[src/rtl/mod_step_counter.sv]
// Modulo-M up/down counter with programmable step, synchronous load and
// wrap / saturate / one-shot terminal behaviour; ovf/unf pulses allow cascading.
module mod_step_counter #(
    parameter int M      = 13,
    parameter int B      = $clog2(M),
    parameter int STEP_W = 4
) (
    input  logic              clk,
    input  logic              rst,
    input  logic              en,
    input  logic              inc,
    input  logic              dec,
    input  logic [STEP_W-1:0] step,
    input  logic [1:0]        mode,
    input  logic              load,
    input  logic [B-1:0]      load_val,
    output logic [B-1:0]      cnt,
    output logic              ovf,
    output logic              unf,
    output logic              done,
    output logic              at_max,
    output logic              at_zero
);

    localparam int unsigned MAXI = M - 1;
    localparam int unsigned MODI = M;
    localparam int W = (STEP_W > B + 1) ? STEP_W : B + 1;
    localparam logic [B:0]   MAXV = MAXI[B:0];
    localparam logic [B:0]   MODV = MODI[B:0];
    localparam logic [W-1:0] MAXW = MAXI[W-1:0];

    localparam logic [1:0] MODE_SAT = 2'b01;
    localparam logic [1:0] MODE_OS  = 2'b10;

    function automatic logic [B:0] clamp_max(input logic [B:0] v);
        return (v > MAXV) ? MAXV : v;
    endfunction

    logic [W-1:0] step_w;
    logic [B:0]   se;
    logic [B:0]   c, up_sum, up_wrap, dn_diff, dn_wrap;
    logic [B-1:0] cnt_nxt;
    logic         ovf_nxt, unf_nxt, done_nxt;

    assign step_w  = W'(step);
    assign se      = (step_w > MAXW) ? MAXV : step_w[B:0];

    // All arithmetic is one bit wider than cnt so sums of two in-range values never overflow.
    assign c       = {1'b0, cnt};
    assign up_sum  = c + se;
    assign up_wrap = up_sum - MODV;
    assign dn_diff = c - se;
    assign dn_wrap = c + MODV - se;

    always_comb begin
        cnt_nxt  = cnt;
        done_nxt = done;
        ovf_nxt  = 1'b0;
        unf_nxt  = 1'b0;
        if (load) begin
            cnt_nxt  = B'(clamp_max({1'b0, load_val}));
            done_nxt = 1'b0;
        end else if (en) begin
            if (done && mode != MODE_OS)
                done_nxt = 1'b0;
            if (inc != dec && se != '0 && !(done && mode == MODE_OS)) begin
                case (mode)
                    MODE_SAT: begin
                        if (inc) begin
                            if (up_sum > MAXV) begin
                                cnt_nxt = B'(MAXV);
                                ovf_nxt = 1'b1;
                            end else begin
                                cnt_nxt = B'(up_sum);
                            end
                        end else begin
                            if (c < se) begin
                                cnt_nxt = '0;
                                unf_nxt = 1'b1;
                            end else begin
                                cnt_nxt = B'(dn_diff);
                            end
                        end
                    end
                    MODE_OS: begin
                        if (inc) begin
                            if (up_sum >= MAXV) begin
                                cnt_nxt  = B'(MAXV);
                                done_nxt = 1'b1;
                                ovf_nxt  = 1'b1;
                            end else begin
                                cnt_nxt = B'(up_sum);
                            end
                        end else begin
                            if (c <= se) begin
                                cnt_nxt  = '0;
                                done_nxt = 1'b1;
                                unf_nxt  = 1'b1;
                            end else begin
                                cnt_nxt = B'(dn_diff);
                            end
                        end
                    end
                    default: begin
                        // Wrap, also used for the reserved mode encoding.
                        if (inc) begin
                            if (up_sum <= MAXV) begin
                                cnt_nxt = B'(up_sum);
                            end else begin
                                cnt_nxt = B'(up_wrap);
                                ovf_nxt = 1'b1;
                            end
                        end else begin
                            if (c >= se) begin
                                cnt_nxt = B'(dn_diff);
                            end else begin
                                cnt_nxt = B'(dn_wrap);
                                unf_nxt = 1'b1;
                            end
                        end
                    end
                endcase
            end
        end
    end

    always_ff @(posedge clk or negedge rst) begin
        if (!rst) begin
            cnt  <= '0;
            ovf  <= 1'b0;
            unf  <= 1'b0;
            done <= 1'b0;
        end else begin
            cnt  <= cnt_nxt;
            ovf  <= ovf_nxt;
            unf  <= unf_nxt;
            done <= done_nxt;
        end
    end

    assign at_max  = (cnt == B'(MAXV));
    assign at_zero = (cnt == '0);

endmodule

[config.mk]
export PLATFORM = sky130hd
export DESIGN_NAME = mod_step_counter
export DESIGN_NICKNAME = d
export VERILOG_FILES = /design/src/rtl/mod_step_counter.sv
export SDC_FILE = /design/constraint.sdc
export NUM_CORES = 1
export LEC_CHECK = 0
export CAP_MARGIN = 20
export CORE_MARGIN = 2
export CORE_UTILIZATION = 40
export DETAILED_ROUTE_END_ITERATION = 8
export PLACE_DENSITY = 0.66
export SYNTH_ARGS = -nofsm -noshare
export SYNTH_HDL_FRONTEND = slang
export SYNTH_SLANG_ARGS = --single-unit
[constraint.sdc]
create_clock -name clk -period 7.74 [get_ports clk]
set_clock_uncertainty 0.15 [all_clocks]
set_input_delay 1.548 -clock clk [delete_from_list [all_inputs] [get_ports clk]]
set_output_delay 1.548 -clock clk [all_outputs]
set_load 0.05 [all_outputs]
== Word level (Yosys, flattened, before mapping) ==
Cells that the tools add are included.

* $lt $le $gt $ge: 8
* $add $sub $neg: 5
* Reduce and logical (&&, ||, !) cells: 10
* Mux-type cells: 43
* Equal/unequal tests: 5

{| class="wikitable"
|+ Operators with widths
! operator !! number
|-
| 2-to-1 mux 4 bit || 14
|-
| 2-to-1 mux 1 bit || 26
|-
| > comparator 4 bit (second input constant) || 2
|-
| case mux 4 bit (2 select lines) || 1
|-
| subtractor 4 bit || 2
|-
| adder 4 x 4 -> 5 bit || 1
|-
| greater-or-equal comparator 5 x 4 -> 1 bit (second input constant) || 1
|-
| > comparator 5 x 4 -> 1 bit (second input constant) || 1
|-
| <= comparator 5 x 4 -> 1 bit (second input constant) || 1
|-
| nonzero test 5 bit || 1
|-
| adder 4 bit (second input constant) || 1
|-
| equality test 4 bit (second input constant) || 1
|-
| greater-or-equal comparator 4 bit || 1
|-
| <= comparator 4 bit || 1
|-
| logical AND 1 bit || 4
|-
| logical NOT 4 bit || 1
|-
| < comparator 4 bit || 1
|-
| case mux 1 bit (2 select lines) || 2
|-
| nonzero test 2 bit || 2
|-
| subtractor 4 bit (second input constant) || 1
|-
| equality test 2 x 1 -> 1 bit (second input constant) || 1
|-
| equality test 2 bit (second input constant) || 1
|-
| inequality test 2 bit (second input constant) || 1
|-
| AND reduction 2 bit || 1
|-
| 2 further kinds || 2
|}

* Bits in registers: 7
* Bits of input ports: 16

== Depth between registers and ports, before layout ==
* Word-level depth: 10
* Gate-level depth with buffers: 16
* Gate-level depth less buffers: 15

== Worst setup path after synthesis ==
Ideal clock, no wire load.

* Path kind: input port to flip-flop
* From: input step[2]
* To: register cnt[0]
* Path slack: 3554 ps
* Cell stages on the path: 13
* Data arrival time: 3941 ps
* Cell sequence: nand2_1 -> nand2_1 -> inv_1 -> ha_1 -> inv_1 -> fa_1 -> ha_1 -> nor3_1 -> mux2i_1 -> and2_1 -> ha_1 -> a311o_1 -> o31ai_1

* Cells in the longest elaborated chain, start to end: 10
* Elaborated cells between the ends (all ways): 30
* Classes of those cells: add/sub: 4; order compare: 7; mux: 14; reduce/logical: 5

{| class="wikitable"
|+ Ends and longest elaborated chain
! item !! line !! source
|-
| start, declared || 13 || <nowiki>input logic [STEP_W-1:0] step,</nowiki>
|-
| > comparator 4 bit || 46 || <nowiki>assign se = (step_w > MAXW) ? MAXV : step_w[B:0];</nowiki>
|-
| 2-to-1 mux 4 bit (*) || 46 ||
|-
| adder 4 x 4 -> 5 bit || 50 || <nowiki>assign up_sum = c + se;</nowiki>
|-
| subtractor 4 bit, or another cell as far along || 51 || <nowiki>assign up_wrap = up_sum - MODV;</nowiki>
|-
| 2-to-1 mux 4 bit (on tied branches) || 107, 70, 87 ||
|-
| 2-to-1 mux 4 bit (on tied branches) || 106, 69, 86 ||
|-
| case mux 4 bit (2 select lines) || 67 || <nowiki>case (mode)</nowiki>
|-
| 2-to-1 mux 4 bit || 66 || <nowiki>if (inc != dec && se != '0 && !(done && mode == MODE_OS)) begin</nowiki>
|-
| 2-to-1 mux 4 bit || 63 || <nowiki>end else if (en) begin</nowiki>
|-
| 2-to-1 mux 4 bit || 60 || <nowiki>if (load) begin</nowiki>
|-
| end signal, assigned || 134 || <nowiki>cnt <= cnt_nxt;</nowiki>
|-
| end, declared || 17 || <nowiki>output logic [B-1:0] cnt,</nowiki>
|}

Mark *: on every way between the ends. The rest lies on a longest branch, timed or not. The select of a mux whose other input is x is not followed.
A chain may end at the register's enable or synchronous reset.

== Worst setup path after layout ==
Same ends and word-level chain as after synthesis.

==> run summary <==
The run finished with clean final reports. The critical path starts at step[2]. The number of clock sinks seen by CTS was 7; the clock insertion delay at the later pin of the skew report was 260 ps. The largest total area in the synthesized netlist belongs to ha_1. Top flip-flop cell by instance count after synthesis: dfrtp_1. The simple-gate share of the synthesized area came out at 18.7%.

Yosys mapped a number of flops with a built-in enable equal to 0. At the worst endpoint, the required time is 7760 ps. Counting distinct cell types in the post-synthesis netlist gives 62. The number of gates resized after CTS was 0. Summed over all layers, the global routing overflow is 0. The detailed router placed 1,355 vias in this run. The worst setup path is captured at a flip-flop. The mean cell area of the mapped netlist was 8.25 um^2; the initial antenna violation count was 0.

The HPWL reported at the end of detailed placement was 2.93 mm. After synthesis, the largest family of logic cells by area is compound AO/OA/AOI/OAI gates. After technology mapping, the gate count stands at 169.

The first global-routing pass estimated 6.12 mm of wire. For the finished layout, the period the worst path requires is 4790 ps. The wire length per cell after detailed routing was 15.7 um. The critical path goes through clkdlybuf4s50_1 > nand2_1 > nand2_1 > inv_1 > ha_1 > inv_1 > fa_1 > xnor2_1 > nor3_1 > mux2i_1 > and2_1 > ha_1 > a311o_1 > o31ai_1. The number of max-slew violations in the final report is 0, and the clock transition time at the flip-flop clock pins of the worst setup and hold paths is 50 ps. The depth of the worst register-to-register path is 10, and the number of global-route vias before repair is 1,288. The tools report the count of endpoints failing setup in the final report as 0. After synthesis, the largest area contributor takes up 15.2% of total cell area. The tools report the endpoint of the worst setup timing path as cnt[0]. The die covers 3980 um^2.

In this run the power spent charging and discharging nets is 161 uW. The count of buffers added on input and output ports is 24. After synthesis, the cell types taking the most area are ha_1 15%, dfrtp_1 13%, inv_1 4.8%, fa_1 4.3%, xnor2_1 3.8%. The startpoint identified for the worst register-to-register timing path is cnt[0]. In this run, the number of DRC markers left after iteration 0 of detailed routing was 52. The critical path in this run is classified as in2reg. The post-synthesis share of cell area spent on full adders, half adders and majority gates is 19.6%. Clock tree synthesis selected as its root buffer the cell clkbuf_4. The largest single stage delay on the critical path is 520 ps. Synthesis inferred 7 register bits. The relative slew slack was 58.0%; the share of total power in combinational logic was 73.9%. The repair_antennas step left the layout with diodes totalling 0. For the all-layer global routing usage, the log shows 19.0%. The endpoint identified for the worst register-to-register timing path is cnt[0].

In this run the static leakage power is 0.721 nW. Overall power consumption after layout is estimated at 319 uW. The tools report the register-to-register setup slack as 4470 ps. The tools report the sequential share of power as 15.6%.

The tool flagged a number of max-cap violations equal to 0. The count of nets left with antenna violations once routing finished came out at 0. The tools report the total number of H-tree levels as 1. Leaving out fill and tap cells, the most frequent cell in the layout is clkdlybuf4s50_1. From synthesis to final layout, the design area changed by 18.7%. The net count of the finished layout is 224.

Of the post-synthesis cell area, the part taken by muxes is 3.59%. Detailed-route wire length: 3.66 mm. The floorplan step set the die width to 63.1 um. Setup repair after global routing left no endpoint under its margin. 25 I/O pins were placed.

In this run switching power makes up 50.6% of total power. The critical path startpoint category was an input port. When the netlist entered floorplanning its net count stood at 205. The synthesized-area fraction occupied by ao, oa, aoi and oai cells was 31.7%; the sequential share of the synthesized area was 12.6%. In this run the worst hold path is classified as reg2reg. Power spread over the standard cell area amounts to 193 nW/um^2. For this run, design rule violations remaining after detail routing come to 0. For this run, the detailed router's first-pass iteration total came to 4. In this run, CTS created clock tree buffers numbering 3. The fraction of final layout cells sized beyond drive strength 1 was 5.88%; the setup total negative slack was 0 ps.

For the pin with the worst max-slew slack, the measured transition is 622 ps. The library cells used most frequently in the layout, excluding fill and tap cells, are 24 x clkdlybuf4s50_1, 18 x inv_1, 17 x ha_1. The height of the die was 63.1 um; the routability-driven placement congestion ratio was 0.898.

At the worst endpoint, the arrival time is 4810 ps. The Yosys step of the flow raised 0 warnings. Using the TritonRoute via totals, the vias-per-cell ratio works out to 5.82. The number of buffers inserted for hold repair after clock tree synthesis is 0. The master of the slowest instance on the critical path is fa_1. Of all flip-flops after synthesis, the portion carrying an async set or reset was 100%. TritonCTS built the clock tree.

The fraction of synthesized cell area in xor and xnor cells was 4.39%; the final period utilization was 61.9%. Across the VDD grid, the largest voltage drop is 0.0906 mV. Along the worst path, the maximum fanout reaches 10. The logs give 1400 um^2 for the total standard cell area after synthesis and 2 for the maximum clock insertion buffer count. The maximum clock rate was 0.209 GHz. The run gives 3340 um^2 as the core region area. The maximum number of pins on one net before global-route repair is 20, and the cell internal power dissipation is 158 uW. The floorplan has 21 rows. The final number of hold-violating endpoints was 0. The initial utilization of the core area, before any placement, comes to 41.8%. The tools report the final standard cell utilization of the core as 49.6%. For the number of buffers inserted by post-CTS setup repair, the log shows 0. The part of the power in the clock network came out at 10.5%.
## worst min-delay path by stage
stage / startpoint / end / cells after the start
after detailed placement: done / done / 1
final: done / done / 1
after floorplan: done / done / 1
after global routing: done / done / 1
after CTS: done / done / 1
after global placement: done / done / 1
## worst max-delay path, delay by kind of cell
family	cells	cell delay (ps)
AOI/OAI and AO/OA	2	530
muxes	1	270
adders and majority gates	3	920
xor gates and xnor gates	1	440
buffers and inverters	3	640
and+or+nand+nor	4	480
## metal layers
metal / GRT usage (%) / part of all wire, % / vias to the layer above
met1: 26.6 / 47 / 641
li1: - / - / 663
met3: 4.11 / 5.4 / 12
met2: 29.9 / 46 / 39
met5: 0 / 0 / -
met4: 3.89 / 2.1 / 0
## registers in the layout (all words and copies together) (netlist names)
| register | count |
|---|---|
| cnt | 4 |
| done | 1 |
| ovf | 1 |
| unf | 1 |
## logic make-up after synthesis
group,count (synthesis)
compound gates,53
simple gates,48
buf+inv,29
fa+ha+maj,20
xor+xnor,7
flops,7
mux,5
## power by group through the flow
stage | clock network, mW | logic [mW] | registers, mW
floorplan | 0 | 0.164 | 0.0634
global placement | 0 | 0.229 | 0.0502
detailed placement | 0 | 0.231 | 0.0504
CTS | 0.0345 | 0.233 | 0.0498
global route | 0.0380 | 0.257 | 0.0509
finish | 0.0335 | 0.236 | 0.0496
## final cells by class
| type | instances | area (um^2) |
|---|---|---|
| clock buffers | 4 | 26.3 |
| flip-flops and latches | 7 | 175 |
| well taps | 46 | 57.6 |
| multi-input cells | 133 | 1090 |
| inverters | 19 | 71.3 |
| fillers | 334 | 1680 |
| repair buffers | 24 | 240 |
## through the flow
step	setup slack, ps	hold WS [ps]	cell area [um^2]	std cells
5_1_grt	2690	389	1660	233
2_1_floorplan	3550	691	1400	169
3_5_place_dp	2700	370	1630	229
6_report	2950	372	1660	233
3_3_place_gp	2810	362	1630	229
4_1_cts	2950	381	1660	233
## synthesized netlist by cell type (all sizes together) (2+ instances only)
library cell  number
mux2i              5
a21o               3
nand2b             2
and3               2
clkbuf             3
o2111a             2
buf                7
inv               19
o311ai             2
dfrtp              7
a22oi              2
nor2b              3
xnor2              6
nor2               8
ha                17
o211ai             3
a211oi             2
o31ai              2
fa                 3
o21a               3
o21ai              2
a31oi              2
nand3b             4
a211o              4
nand3              3
a21oi              6
nor3               5
a2111oi            2
nor4               2
o41ai              2
nand2             12
Note: power is estimated with default switching activity, not from simulation.
